## config.mk

```make
export PLATFORM = sky130hd
export DESIGN_NAME = execute_hazard_controller
export DESIGN_NICKNAME = d
export VERILOG_FILES = /design/src/rtl/pipe_ctrl_pkg.sv /design/src/rtl/fwd_select.sv /design/src/rtl/execute_hazard_controller.sv
export SDC_FILE = /design/constraint.sdc
export NUM_CORES = 1
export LEC_CHECK = 0
export ABC_AREA = 1
export CAP_MARGIN = 20
export CORE_MARGIN = 3
export CORE_UTILIZATION = 49
export CTS_BUF_LIST = sky130_fd_sc_hd__clkbuf_4 sky130_fd_sc_hd__clkbuf_8 sky130_fd_sc_hd__clkbuf_16
export DETAILED_ROUTE_END_ITERATION = 16
export GPL_ROUTABILITY_DRIVEN = 0
export GPL_TIMING_DRIVEN = 1
export PLACE_DENSITY_LB_ADDON = 0.3
export SETUP_SLACK_MARGIN = 0.2
export SLEW_MARGIN = 10
export SYNTH_ARGS = -nofsm -noshare
export SYNTH_HDL_FRONTEND = slang
export SYNTH_HIERARCHICAL = 1
export SYNTH_SLANG_ARGS = --single-unit
```

## constraint.sdc

```tcl
create_clock -name clk -period 2 [get_ports clk]
set_input_delay 0.4 -clock clk [delete_from_list [all_inputs] [get_ports clk]]
set_output_delay 0.4 -clock clk [all_outputs]
set_load 0.01 [all_outputs]
```

## src/rtl/pipe_ctrl_pkg.sv

```systemverilog
// Shared definitions for the execute-stage pipeline control logic.
//   FWD_RF / FWD_W / FWD_M : operand forward-select encodings
//   mc_state_e             : multi-cycle sequencing FSM states
package pipe_ctrl_pkg;

  localparam logic [1:0] FWD_RF = 2'b00;  // register file
  localparam logic [1:0] FWD_W  = 2'b01;  // ResultW
  localparam logic [1:0] FWD_M  = 2'b10;  // ALU_ResultM

  typedef enum logic [1:0] {
    RUN  = 2'd0,
    BUSY = 2'd1,
    DONE = 2'd2
  } mc_state_e;

endpackage

```

## src/rtl/fwd_select.sv

```systemverilog
// Forward-select for one execute-stage source operand.
//   i_rs          : source register of the operand in execute
//   i_rd_m/i_rd_w : destination registers in memory / writeback
//   i_reg_write_m : memory-stage instruction writes the register file
//   i_reg_write_w : writeback-stage instruction writes the register file
//   o_sel         : FWD_M, FWD_W or FWD_RF; memory stage has priority
module fwd_select
  import pipe_ctrl_pkg::*;
(
  input  logic [4:0] i_rs,
  input  logic [4:0] i_rd_m,
  input  logic [4:0] i_rd_w,
  input  logic       i_reg_write_m,
  input  logic       i_reg_write_w,
  output logic [1:0] o_sel
);

  logic w_hit_m;
  logic w_hit_w;

  // x0 is hard-wired to zero and never forwarded.
  assign w_hit_m = i_reg_write_m && (i_rd_m != 5'd0) && (i_rd_m == i_rs);
  assign w_hit_w = i_reg_write_w && (i_rd_w != 5'd0) && (i_rd_w == i_rs);

  always_comb begin
    if (w_hit_m) begin
      o_sel = FWD_M;
    end else if (w_hit_w) begin
      o_sel = FWD_W;
    end else begin
      o_sel = FWD_RF;
    end
  end

endmodule

```

## src/rtl/execute_hazard_controller.sv

```systemverilog
// Execute-stage hazard and sequencing controller.
//   Inputs : decode/execute source registers, EX/MEM/WB destinations and write
//            enables, load flag (ResultSrcE), taken branch (PCSrcE) and
//            multi-cycle op flag (MultiCycleE).
//   Outputs: ForwardA_E/ForwardB_E operand selects, StallF/D/E, FlushD/E,
//            BubbleM, BusyE, MC_Done and the saturating StallCount.
// A multi-cycle op occupies execute for MC_LAT cycles: a detect cycle in RUN,
// MC_LAT-2 cycles in BUSY, then one DONE cycle in which the result is valid.
module execute_hazard_controller
  import pipe_ctrl_pkg::*;
#(
  parameter int unsigned MC_LAT = 4,
  parameter int unsigned CNT_W  = 32
) (
  input  logic             clk,
  input  logic             rst,
  input  logic [4:0]       Rs1D,
  input  logic [4:0]       Rs2D,
  input  logic [4:0]       Rs1E,
  input  logic [4:0]       Rs2E,
  input  logic [4:0]       RD_E,
  input  logic [4:0]       RD_M,
  input  logic [4:0]       RD_W,
  input  logic             RegWriteM,
  input  logic             RegWriteW,
  input  logic             ResultSrcE,
  input  logic             PCSrcE,
  input  logic             MultiCycleE,
  output logic [1:0]       ForwardA_E,
  output logic [1:0]       ForwardB_E,
  output logic             StallF,
  output logic             StallD,
  output logic             StallE,
  output logic             FlushD,
  output logic             FlushE,
  output logic             BubbleM,
  output logic             BusyE,
  output logic             MC_Done,
  output logic [CNT_W-1:0] StallCount
);

  // BUSY covers MC_LAT-2 cycles, so the down-counter starts at MC_LAT-3.
  localparam logic [3:0] LoadVal = (MC_LAT > 2) ? 4'(MC_LAT - 3) : 4'd0;

  mc_state_e        r_state;
  mc_state_e        w_state_next;
  logic [3:0]       r_cnt;
  logic [3:0]       w_cnt_next;
  logic [CNT_W-1:0] r_stall_count;
  logic [1:0]       w_fwd_a;
  logic [1:0]       w_fwd_b;
  logic             w_lu;

  fwd_select u_fwd_a (
    .i_rs          (Rs1E),
    .i_rd_m        (RD_M),
    .i_rd_w        (RD_W),
    .i_reg_write_m (RegWriteM),
    .i_reg_write_w (RegWriteW),
    .o_sel         (w_fwd_a)
  );

  fwd_select u_fwd_b (
    .i_rs          (Rs2E),
    .i_rd_m        (RD_M),
    .i_rd_w        (RD_W),
    .i_reg_write_m (RegWriteM),
    .i_reg_write_w (RegWriteW),
    .o_sel         (w_fwd_b)
  );

  assign w_lu = ResultSrcE && (RD_E != 5'd0) && ((RD_E == Rs1D) || (RD_E == Rs2D));

  always_comb begin
    ForwardA_E   = FWD_RF;
    ForwardB_E   = FWD_RF;
    StallF       = 1'b0;
    StallD       = 1'b0;
    StallE       = 1'b0;
    FlushD       = 1'b0;
    FlushE       = 1'b0;
    BubbleM      = 1'b0;
    BusyE        = 1'b0;
    MC_Done      = 1'b0;
    w_state_next = r_state;
    w_cnt_next   = r_cnt;
    if (!rst) begin
      ForwardA_E = w_fwd_a;
      ForwardB_E = w_fwd_b;
      unique case (r_state)
        RUN, DONE: begin
          if (r_state == RUN && MultiCycleE) begin
            // Detect cycle: hold everything upstream, branch and LU ignored.
            StallF       = 1'b1;
            StallD       = 1'b1;
            StallE       = 1'b1;
            BubbleM      = 1'b1;
            BusyE        = 1'b1;
            w_state_next = (MC_LAT == 2) ? DONE : BUSY;
            w_cnt_next   = LoadVal;
          end else begin
            if (PCSrcE) begin
              FlushD = 1'b1;
              FlushE = 1'b1;
            end else if (w_lu) begin
              StallF = 1'b1;
              StallD = 1'b1;
              FlushE = 1'b1;
            end
            MC_Done      = (r_state == DONE);
            w_state_next = RUN;
          end
        end
        BUSY: begin
          StallF  = 1'b1;
          StallD  = 1'b1;
          StallE  = 1'b1;
          BubbleM = 1'b1;
          BusyE   = 1'b1;
          if (r_cnt == 4'd0) begin
            w_state_next = DONE;
          end else begin
            w_cnt_next = r_cnt - 4'd1;
          end
        end
        default: w_state_next = RUN;
      endcase
    end
  end

  always_ff @(posedge clk) begin
    if (rst) begin
      r_state       <= RUN;
      r_cnt         <= 4'd0;
      r_stall_count <= '0;
    end else begin
      r_state <= w_state_next;
      r_cnt   <= w_cnt_next;
      if (StallF && (r_stall_count != {CNT_W{1'b1}})) begin
        r_stall_count <= r_stall_count + CNT_W'(1);
      end
    end
  end

  assign StallCount = r_stall_count;

endmodule

```

==> reports/metrics.cfg, run 1 <==
[setup_path]
crit_top_cell = nand3_4
slowest_delay_ns = 0.36
start_kind = flop
path_max_fanout = 7
critPathArrivalTime_ns = 2.09
required_ns = 2.23
critPathTopFamily = simple AND/OR/NAND/NOR gates
crit_chain = ha_4, nand3_4, inv_4, nand2_4, nor2_8, nand3_4, nor2_4, nand3_4, nand2_8, buf_8, nand2_2, a21oi_2
cp_slowest_cell = dfxtp_2
worstSetupPathType = flop to flop
end_kind = flop
critPathBufInv = 2

[clock_tree]
root_buffer = clkbuf_8
ctsHoldBuffers = 0
numCtsBuffers = 5
path_clk_slew_ns = 0.08
clock-sinks = 38
clock_latency_ns = 0.30
cts_tree = done
cts_buffer_depth = 2
htreeDepth = 2

[floorplan]
die_h_um = 85.9
io_pins = 86
dieWidth_um = 85.9
core_area_um2 = 6060
start_util_pct = 51.5
dieArea_um2 = 7370
rows = 28

[synthesis]
synth_compound_area_share_pct = 8.01
synth_top_family_by_area = simple AND/OR/NAND/NOR gates
synthesis.nets = 596
synth.distinct_cells = 27
synthSimpleGateAreaFrac_pct = 48.7
syn_inst = 551
synth_xor_area_share_pct = 5.33
ys_ff_latch = 38
syn_avg_cell_area_um2 = 5.67
synth.mux.area_fraction_pct = 0
synthAdderAreaFrac_pct = 1.20
yosysSeqAreaShare_pct = 24.3
synth.cell_area_um2 = 3120
yosysWarnings = 6

[timing]
period_minus_slack_ns = 1.86
skew_ns = 0.0102
max-slew-margin-rel_pct = 67.5
rsz0062_at_grt = true
setup_viol = 0
hold_viol = 0
tightest_slew_ns = 0.487
min_period_over_period_pct = 92.9
clock.fmax_ghz = 0.538
worst_slack_ns = 0.141
final_max_slew_viol_count = 0
hold_slack_ns = 0.451

[cells_and_area]
drive_gt1_share_pct = 30.3
syn_to_final_growth_pct = 49.0
num-nets-final = 710
diodes = 0
post-route-util_pct = 76.8

[global_routing]
grtUsageTotal_pct = 25.5
grt_pass1_vias = 3497
grt_pass1_wl_um = 15600
antenna_found_initial = 0
grt_max_degree = 35
gr-total-overflow = 0

[routing]
ant_nets = 0
drcViolationCount = 0
wl_per_cell_um = 14.2
drtPass1Iterations = 6
dr.first_iter.drc_count = 439
routed_wl_um = 10500
via_per_inst = 5.37
via_count = 3978

[outcome]
status = complete, no violations

[power_and_ir_drop]
peakVddDrop_mv = 0.371
powerDensity_nw_per_um2 = 428
power.leakage_nw = 2.07

[min_path]
hold_path_class = flop to flop

[placement]
place_ws_ns = -0.568
port-buffer-count = 85
dp_hpwl_um = 7130

[job]
cap_violations = 0

==> final timing paths <==
| kind | slack [ns] | depth (start not counted) | from | endpoint |
|---|---|---|---|---|
| setup / recovery | 0.14 | 12 | StallCount[1]$_SDFFE_PP0P_ | StallCount[8]$_SDFFE_PP0P_ |
| hold / removal | 0.45 | 1 | r_state[1]$_SDFFE_PP0P_ | r_state[1]$_SDFFE_PP0P_ |
| setup reg to reg | 0.14 | 12 | StallCount[1]$_SDFFE_PP0P_ | StallCount[8]$_SDFFE_PP0P_ |
| hold reg to reg | 0.45 | 1 | r_state[1]$_SDFFE_PP0P_ | r_state[1]$_SDFFE_PP0P_ |
==> cell usage after synthesis <==
cell type  instances  area share (%)
nor3_2             1            0.32
nand2_4            1            0.36
nor4_1             2            0.40
buf_2              1            0.16
buf_4              5             1.2
nand3_2            3            0.96
nor3_1            14             2.2
inv_2              5            0.60
a21boi_0           2            0.48
or2_2              1            0.20
nand3_1           56             9.0
nand2_2            3            0.60
ha_1               3             1.2
dfxtp_1           38              24
nor2_1            66             7.9
xor2_1            13             3.6
nand2_1          183              22
a21oi_1           38             6.1
nand4_1            4            0.80
inv_1             68             8.2
nand3b_1           7             1.7
nor2_2             8             1.6
clkbuf_1          10             1.2
o21ai_0            9             1.4
nor2_8             1            0.64
xnor2_1            6             1.7
buf_6              3             1.1
==> per-stage QoR <==
stage	std cells	total power [mW]	TNS (ns)	instance area [µm²]
after global placement	716	1.23	-19.37	4150
after CTS	727	1.89	0	4260
after floorplan	551	1.05	0	3150
after detailed placement	716	1.25	-19.67	4150
final	741	1.99	0	4650
after global routing	741	2.08	0	4650
==> layer usage <==
| metal | up-vias | track usage, % | share of wire [%] |
|---|---|---|---|
| li1 | 1952 | - | - |
| met4 | 0 | 7.19 | 2.1 |
| met2 | 212 | 41.7 | 46 |
| met3 | 32 | 4.32 | 9.7 |
| met1 | 1782 | 34.7 | 42 |
| met5 | - | 0 | 0 |
==> what timing repair did <==
item                                   in CTS  in global routing
setup endpoints to repair                  45                 42
gates resized for setup                   190                119
setup buffers                               3                 12
gates cloned                                0                  2
endpoints found under the hold margin       0                  0
pin swaps                                  37                 36
==> cell usage in the layout (no fill, tap or decap), types with 9 or more instances in the layout <==
cell             synthesis  layout
a21oi_1                 38      18
a21oi_2                  0      20
buf_2                    1      26
buf_4                    5      32
clkbuf_2                 0       9
clkdlybuf4s50_1          0      32
dfxtp_1                 38      25
dfxtp_2                  0      11
inv_1                   68      55
inv_2                    5      14
nand2_1                183     161
nand2_2                  3      15
nand2_4                  1      10
nand3_1                 56      52
nor2_1                  66      60
nor2_2                   8      11
nor3_1                  14      10
xor2_1                  13      13
==> layout make-up <==
type,count,area [µm²]
multi-input combinational,421,2310
fill,465,1410
timing repair buffer,126,1080
sequential,38,782
inverter,73,284
tap,75,93.8
clock buffer,5,68.8
clock inverter,3,40.0
==> cell families (layout without fill, tap and decap cells) <==
| logic type | after synthesis | in the layout |
|---|---|---|
| simple gates | 350 | 350 |
| buf+inv | 92 | 207 |
| compound gates | 49 | 49 |
| flops | 38 | 38 |
| xor+xnor | 19 | 19 |
| fa+ha+maj | 3 | 3 |
==> flip-flops by register name, summed over array words and instances (netlist names) <==
signal	cells
StallCount	32
r_cnt	4
r_state	2
==> power breakdown <==
part / internal [mW] / switching [mW] / total (mW)
combinational: 0.246 / 0.299 / 0.545
clock: 0.367 / 0.293 / 0.660
sequential: 0.773 / 0.0148 / 0.788
total: 1.39 / 0.607 / 1.99
(Power assumes the default switching activity.)
==> inputs of run 2 (changes only) <==
--- a/config.mk
+++ b/config.mk
@@ -20,3 +20,4 @@
 export SYNTH_HDL_FRONTEND = slang
 export SYNTH_HIERARCHICAL = 1
 export SYNTH_SLANG_ARGS = --single-unit
+export TNS_END_PERCENT = 20
==> run 2 against run 1 <==
Compared with the run above:
- clock-buffer cell count unchanged
- setup slack got worse by 0.0039 ns
- wire length decreased by 2.5%
- clock skew increased by 0.0015 ns
- critical path depth unchanged
- core utilization decreased by 2.3 points
- largest cell class unchanged
- highest routed layer unchanged
- sequential share of layout area increased by 0.44 points
- sequential power about the same
==> reports/metrics.cfg, run 2 (synthesis results as in run 1) <==
[clock_tree]
clock-sinks = 38  ; unchanged
path_clk_slew_ns = 0.09  ; was 0.08 ns
clock_latency_ns = 0.30  ; about the same
ctsHoldBuffers = 0  ; unchanged
root_buffer = clkbuf_8  ; unchanged
cts_tree = done  ; unchanged
htreeDepth = 2  ; unchanged
cts_buffer_depth = 2  ; unchanged
numCtsBuffers = 5  ; unchanged

[power_and_ir_drop]
power.leakage_nw = 2.02  ; was 2.07 nW
peakVddDrop_mv = 0.387  ; was 0.371 mV
powerDensity_nw_per_um2 = 434  ; was 428 nW/µm²
power_mw = 1.96  ; was 1.99 mW

[cells_and_area]
stdcell_count = 741  ; unchanged
multi_input_comb_area_um2 = 2180  ; was 2310 µm²
largest_reg_flops = 32  ; unchanged
diodes = 0  ; unchanged
n_fill_cell = 475  ; was 465
drive_gt1_share_pct = 25.7  ; was 30.3%
final_common_cell = nand2_1  ; unchanged
seq_area_um2 = 778  ; was 782 µm²
post-route-util_pct = 74.5  ; was 76.8%
layout_common_cells = nand2_1 (174), nor2_1 (62), inv_1 (55), nand3_1 (54), clkdlybuf4s50_1 (33)  ; was nand2_1 (161), nor2_1 (60), inv_1 (55), nand3_1 (52)
num-nets-final = 710  ; unchanged
syn_to_final_growth_pct = 44.5  ; was 49.0%
finalInstanceArea_um2 = 4510  ; was 4650 µm²

[setup_path]
critPathArrivalTime_ns = 2.08  ; was 2.09 ns
crit_path_start = StallCount[1]$_SDFFE_PP0P_  ; unchanged
rr_worst_depth = 12  ; unchanged
start_kind = flop  ; unchanged
end_kind = flop  ; unchanged
worstSetupPathType = flop to flop  ; unchanged
required_ns = 2.22  ; was 2.23 ns
rr_startpoint = StallCount[1]$_SDFFE_PP0P_  ; unchanged
path_max_fanout = 6  ; was 7

[min_path]
holdPathStages = 1  ; unchanged
min_from = r_state[1]$_SDFFE_PP0P_  ; unchanged
hold_path_class = flop to flop  ; unchanged

[global_routing]
grt_pass1_vias = 3491  ; was 3497
grtUsageTotal_pct = 25.5  ; about the same
grt_pass1_wl_um = 15500  ; was 15600 µm
grt_max_degree = 35  ; unchanged
gr-total-overflow = 0  ; unchanged
antenna_found_initial = 0  ; unchanged

[routing]
via_count = 3990  ; was 3978
drcViolationCount = 0  ; unchanged
wl_per_cell_um = 13.8  ; was 14.2 µm
ant_nets = 0  ; unchanged
drtPass1Iterations = 5  ; was 6
dr.first_iter.drc_count = 381  ; was 439
routed_wl_um = 10200  ; was 10500 µm
via_per_inst = 5.38  ; was 5.37

[floorplan]
core_area_um2 = 6060  ; unchanged
dieWidth_um = 85.9  ; unchanged
die_h_um = 85.9  ; unchanged
dieArea_um2 = 7370  ; unchanged
rows = 28  ; unchanged
io_pins = 86  ; unchanged
start_util_pct = 51.5  ; unchanged

[timing]
period_minus_slack_ns = 1.86  ; about the same
rsz0062_at_grt = true  ; unchanged
setup_viol = 0  ; unchanged
hold_viol = 0  ; unchanged
final_max_slew_viol_count = 0  ; unchanged
clock.fmax_ghz = 0.537  ; was 0.538 GHz
min_period_over_period_pct = 93.1  ; was 92.9%
max-slew-margin-rel_pct = 71.8  ; was 67.5%
tightest_slew_ns = 0.423  ; was 0.487 ns
skew_ns = 0.0116  ; was 0.0102 ns

[placement]
port-buffer-count = 85  ; unchanged
place_area_um2 = 4150  ; unchanged
dp_cells = 716  ; unchanged
dp_hpwl_um = 7130  ; unchanged

[job]
cap_violations = 0  ; unchanged

[outcome]
status = complete, no violations  ; unchanged

==> run 2: stage by stage <==
stage	TNS [ns]	hold slack [ns]	setup WS, ns
after floorplan	0	0.421	0.202
after global placement	-19.37	0.435	-0.569
after detailed placement	-19.67	0.436	-0.568
after CTS	0	0.429	0.147
after global routing	0	0.462	0.0688
final	0	0.450	0.137
==> run 2: final cells by class <==
cell class,instances,area share (%)
clock buffers,5,1.52
flip-flops and latches,38,17.2
clock inverters,3,0.887
multi-input cells,421,48.3
repair buffers,126,23.7
well taps,75,2.08
inverters,73,6.29
==> run 2: power breakdown <==
| part | internal (mW) | switching (mW) | leakage [nW] | total (mW) |
|---|---|---|---|---|
| Sequential | 0.774 | 0.0141 | 0.313 | 0.788 |
| Clock | 0.367 | 0.293 | 0.0579 | 0.660 |
| Combinational | 0.234 | 0.278 | 1.65 | 0.512 |
==> run 2: routing by layer <==
metal	track usage (%)	wire, µm	up-vias
met3	4.32	948	19
met2	41.7	4670	204
li1	-	-	1955
met5	0	0	-
met1	34.6	4460	1812
met4	7.19	167	0
==> run 2: timing repair <==
item	4_1_cts	5_1_grt
setup endpoints to repair	45	43
gates resized for setup	184	75
gates cloned	0	2
setup buffers	3	12
pin swaps	37	27
==> run 2: critical path: stages, from the launching register on <==
cell and delay [ns]:
dfxtp_2 0.36, ha_4 0.17, nand3_4 0.11, inv_4 0.09
nand2_4 0.06, nor2_8 0.12, nand3_4 0.09, nor2_4 0.14
nand3_4 0.12, nand2_8 0.15, buf_8 0.14, nand2_1 0.06
a21oi_1 0.17
==> run 2: worst paths after layout <==
check,slack (ns),endpoint
setup / recovery,0.14,StallCount[2]$_SDFFE_PP0P_
setup reg to reg,0.14,StallCount[2]$_SDFFE_PP0P_
hold reg to reg,0.45,r_state[1]$_SDFFE_PP0P_
hold / removal,0.45,r_state[1]$_SDFFE_PP0P_
==> inputs of run 3 (changes only) <==
--- a/config.mk
+++ b/config.mk
@@ -5,10 +5,9 @@
 export SDC_FILE = /design/constraint.sdc
 export NUM_CORES = 1
 export LEC_CHECK = 0
-export ABC_AREA = 1
 export CAP_MARGIN = 20
 export CORE_MARGIN = 3
-export CORE_UTILIZATION = 49
+export CORE_UTILIZATION = 45
 export CTS_BUF_LIST = sky130_fd_sc_hd__clkbuf_4 sky130_fd_sc_hd__clkbuf_8 sky130_fd_sc_hd__clkbuf_16
 export DETAILED_ROUTE_END_ITERATION = 16
 export GPL_ROUTABILITY_DRIVEN = 0
@@ -18,6 +17,5 @@
 export SLEW_MARGIN = 10
 export SYNTH_ARGS = -nofsm -noshare
 export SYNTH_HDL_FRONTEND = slang
-export SYNTH_HIERARCHICAL = 1
 export SYNTH_SLANG_ARGS = --single-unit
 export TNS_END_PERCENT = 20
==> run 3 against run 2 <==
Compared with the run above:
- die area is 14% lower
- hold slack gained 0.019 ns
- setup slack worse by 0.40 ns
- the flow now finishes with violations (negative setup slack)
- critical endpoint is now StallCount[29]$_SDFFE_PP0P_
==> reports/metrics.cfg, run 3 <==
[global_routing]
grt_pass1_wl_um = 16600  ; was 15500 µm
antenna_found_initial = 0  ; unchanged
gr-total-overflow = 0  ; unchanged
grtUsageMet2_pct = 61.9  ; was 41.7%
grtUsageMet3_pct = 5.98  ; was 4.32%
grt_pass1_vias = 3502  ; was 3491
grt_max_degree = 21  ; was 35
grtUsageTotal_pct = 33.5  ; was 25.5%
grt.met1_usage_pct = 34.1  ; was 34.6%
busiest_layer = met2  ; unchanged

[floorplan]
start_util_pct = 47.2  ; was 51.5%
rows = 26  ; was 28
dieWidth_um = 79.7  ; was 85.9 µm
dieArea_um2 = 6350  ; was 7370 µm²
io_pins = 86  ; unchanged
core_area_um2 = 5170  ; was 6060 µm²
die_h_um = 79.7  ; was 85.9 µm

[outcome]
failed_checks = negative setup slack
status = finished, violations left  ; was complete, no violations

[clock_tree]
ctsHoldBuffers = 0  ; unchanged
cts_tree = done  ; unchanged
htreeDepth = 2  ; unchanged
clock_latency_ns = 0.29  ; was 0.30 ns
root_buffer = clkbuf_8  ; unchanged
path_clk_slew_ns = 0.08  ; was 0.09 ns
numCtsBuffers = 5  ; unchanged
cts_buffer_depth = 2  ; unchanged
clock-sinks = 38  ; unchanged

[synthesis]
synth_top_area_share_pct = 31.1  ; was 24.3%
yosysWarnings = 0  ; was 6
synth.cell_area_um2 = 2440  ; was 3120 µm²
syn_avg_cell_area_um2 = 8.22  ; was 5.67 µm²
synth.distinct_cells = 46  ; was 27
yosysSeqAreaShare_pct = 31.1  ; was 24.3%
synth.most_common_cell = dfxtp_1  ; was nand2_1
synth_edf_count = 0  ; unchanged
synth_flop_cell = dfxtp_1  ; unchanged
synth_top_area_cell = dfxtp_1  ; unchanged
ys_ff_latch = 38  ; unchanged
synth_area_leaders = dfxtp_1 (31%), xor2_1 (7.9%), a21oi_1 (5.9%)  ; was dfxtp_1 (24%), nand2_1 (22%), nand3_1 (9.0%)
syn_inst = 297  ; was 551
synth_commonest_cells = dfxtp_1 (38), a21oi_1 (29), xor2_1 (22), nand2_1 (18), or4_1 (18)  ; was nand2_1 (183), inv_1 (68), nor2_1 (66), nand3_1 (56)
synthArstFlopShare_pct = 0  ; unchanged
synthesis.nets = 341  ; was 596

[setup_path]
critPathArrivalTime_ns = 2.49  ; was 2.08 ns
rr_worst_depth = 8  ; was 12
worstSetupPathType = flop to flop  ; unchanged
required_ns = 2.22  ; about the same
path_max_fanout = 5  ; was 6
end_kind = flop  ; unchanged
start_kind = flop  ; unchanged
rr_startpoint = r_state[1]$_SDFFE_PP0P_  ; was StallCount[1]$_SDFFE_PP0P_
crit_path_start = r_state[1]$_SDFFE_PP0P_  ; was StallCount[1]$_SDFFE_PP0P_

[timing]
rsz0062_at_grt = true  ; unchanged
final_max_slew_viol_count = 0  ; unchanged
setup_viol = 33  ; was 0
tightest_slew_ns = 0.372  ; was 0.423 ns
min_period_over_period_pct = 113  ; was 93.1%
worst_slack_ns = -0.267  ; was 0.137 ns
hold_viol = 0  ; unchanged
clock.fmax_ghz = 0.441  ; was 0.537 GHz
period_minus_slack_ns = 2.27  ; was 1.86 ns
max-slew-margin-rel_pct = 75.1  ; was 71.8%
skew_ns = 0.00688  ; was 0.0116 ns

[placement]
port-buffer-count = 85  ; unchanged
place_ws_ns = -0.935  ; was -0.568 ns
dp_hpwl_um = 6330  ; was 7130 µm

[min_path]
hold_path_class = input port to flop  ; was flop to flop
min_from = rst  ; was r_state[1]$_SDFFE_PP0P_
holdPathStages = 3  ; was 1

[cells_and_area]
n_fill_cell = 264  ; was 475
multi_input_comb_area_um2 = 1900  ; was 2180 µm²
diodes = 0  ; unchanged
drive_gt1_share_pct = 46.0  ; was 25.7%
post-route-util_pct = 87.4  ; was 74.5%
syn_to_final_growth_pct = 85.1  ; was 44.5%
num-nets-final = 507  ; was 710
layout_common_cells = buf_4 (75), clkdlybuf4s50_1 (34), xor2_1 (21), dfxtp_1 (19), dlygate4sd2_1 (19)  ; was nand2_1 (174), nor2_1 (62), inv_1 (55), nand3_1 (54), clkdlybuf4s50_1 (33)
seq_area_um2 = 790  ; was 778 µm²
largest_reg_flops = 32  ; unchanged
final_common_cell = buf_4  ; was nand2_1

[routing]
drcViolationCount = 0  ; unchanged
routed_wl_um = 11900  ; was 10200 µm
via_per_inst = 6.53  ; was 5.38
wl_per_cell_um = 22.3  ; was 13.8 µm
dr.first_iter.drc_count = 383  ; was 381
ant_nets = 0  ; unchanged
via_count = 3483  ; was 3990
drtPass1Iterations = 6  ; was 5

[power_and_ir_drop]
power.leakage_nw = 1.73  ; was 2.02 nW
peakVddDrop_mv = 0.353  ; was 0.387 mV
powerDensity_nw_per_um2 = 488  ; was 434 nW/µm²

[job]
cap_violations = 0  ; unchanged

## run 3: cell count changes after synthesis, sizes merged, moves of 6 or more
cell,change
and4,+7
or4,+18
o31ai,+16
nand3,-42
xnor2,+6
a21oi,-9
inv,-65
nand3b,-6
or3,+7
xor2,+9
nor3,-9
nor2,-62
nand2,-169
## run 3: cells by family (layout without fill, tap and decap cells)
group | after synthesis | in the layout | share of synthesized area [%]
AO/OA/AOI/OAI | 74 | 74 | 20.0
XOR/XNOR | 34 | 34 | 12.2
adder cells (fa/ha/maj) | 2 | 2 | 1.02
buffers and inverters | 25 | 191 | 4.92
flip-flops | 38 | 38 | 31.1
multiplexers | 1 | 1 | 0.410
AND/OR/NAND/NOR | 123 | 123 | 30.3
## run 3: metal layers
metal	wire, µm	share of wire [%]
met2	5900	50
met3	1100	9.2
met1	3990	34
met5	0	0
met4	907	7.6
## run 3: area by class of cell
cell class	count	area share, %
Clock buffer	6	1.83
Clock inverter	1	0.664
Inverter	8	0.664
Multi-Input combinational cell	234	42.0
Sequential cell	38	17.5
Tap cell	70	1.94
Timing Repair Buffer	176	35.4
## run 3: critical path, stage by stage (launching register included)
cell	delay (ns)
dfxtp_1	0.32
o21bai_2	0.23
or2_4	0.29
o41a_4	0.13
a211o_4	0.32
buf_12	0.15
buf_16	0.13
or4_4	0.48
a21oi_2	0.15
## run 3: worst paths after layout
check | end | slack (ns)
worst max-delay path | StallCount[29]$_SDFFE_PP0P_ | -0.27
worst min-delay path | StallCount[31]$_SDFFE_PP0P_ | 0.47
worst max register to register | StallCount[29]$_SDFFE_PP0P_ | -0.27
worst min register to register | StallCount[5]$_SDFFE_PP0P_ | 0.50
## run 3: repair_timing
action,in CTS,in global routing
pin swaps,39,20
endpoints found under the setup margin,44,44
buffers inserted,8,1
gates resized for setup,187,42
cloned,3,0
## run 3: metrics by stage
step           area [µm²]  power [mW]  std cells  TNS, ns  hold WS (ns)
2_1_floorplan        2540        1.08        297  -0.0900         0.474
3_3_place_gp         3980        1.33        514   -27.03         0.474
3_5_place_dp         3980        1.35        514   -28.83         0.482
4_1_cts              4370        2.10        532    -3.90         0.446
5_1_grt              4520        2.28        533    -6.49         0.456
6_report             4520        2.21        533    -5.25         0.468
## run 3: report_power, final
group          internal [mW]  switching [mW]  total [mW]
Combinational          0.357           0.352       0.709
Sequential             0.778          0.0280       0.806
Clock                  0.400           0.292       0.692
Total                   1.53           0.673        2.21
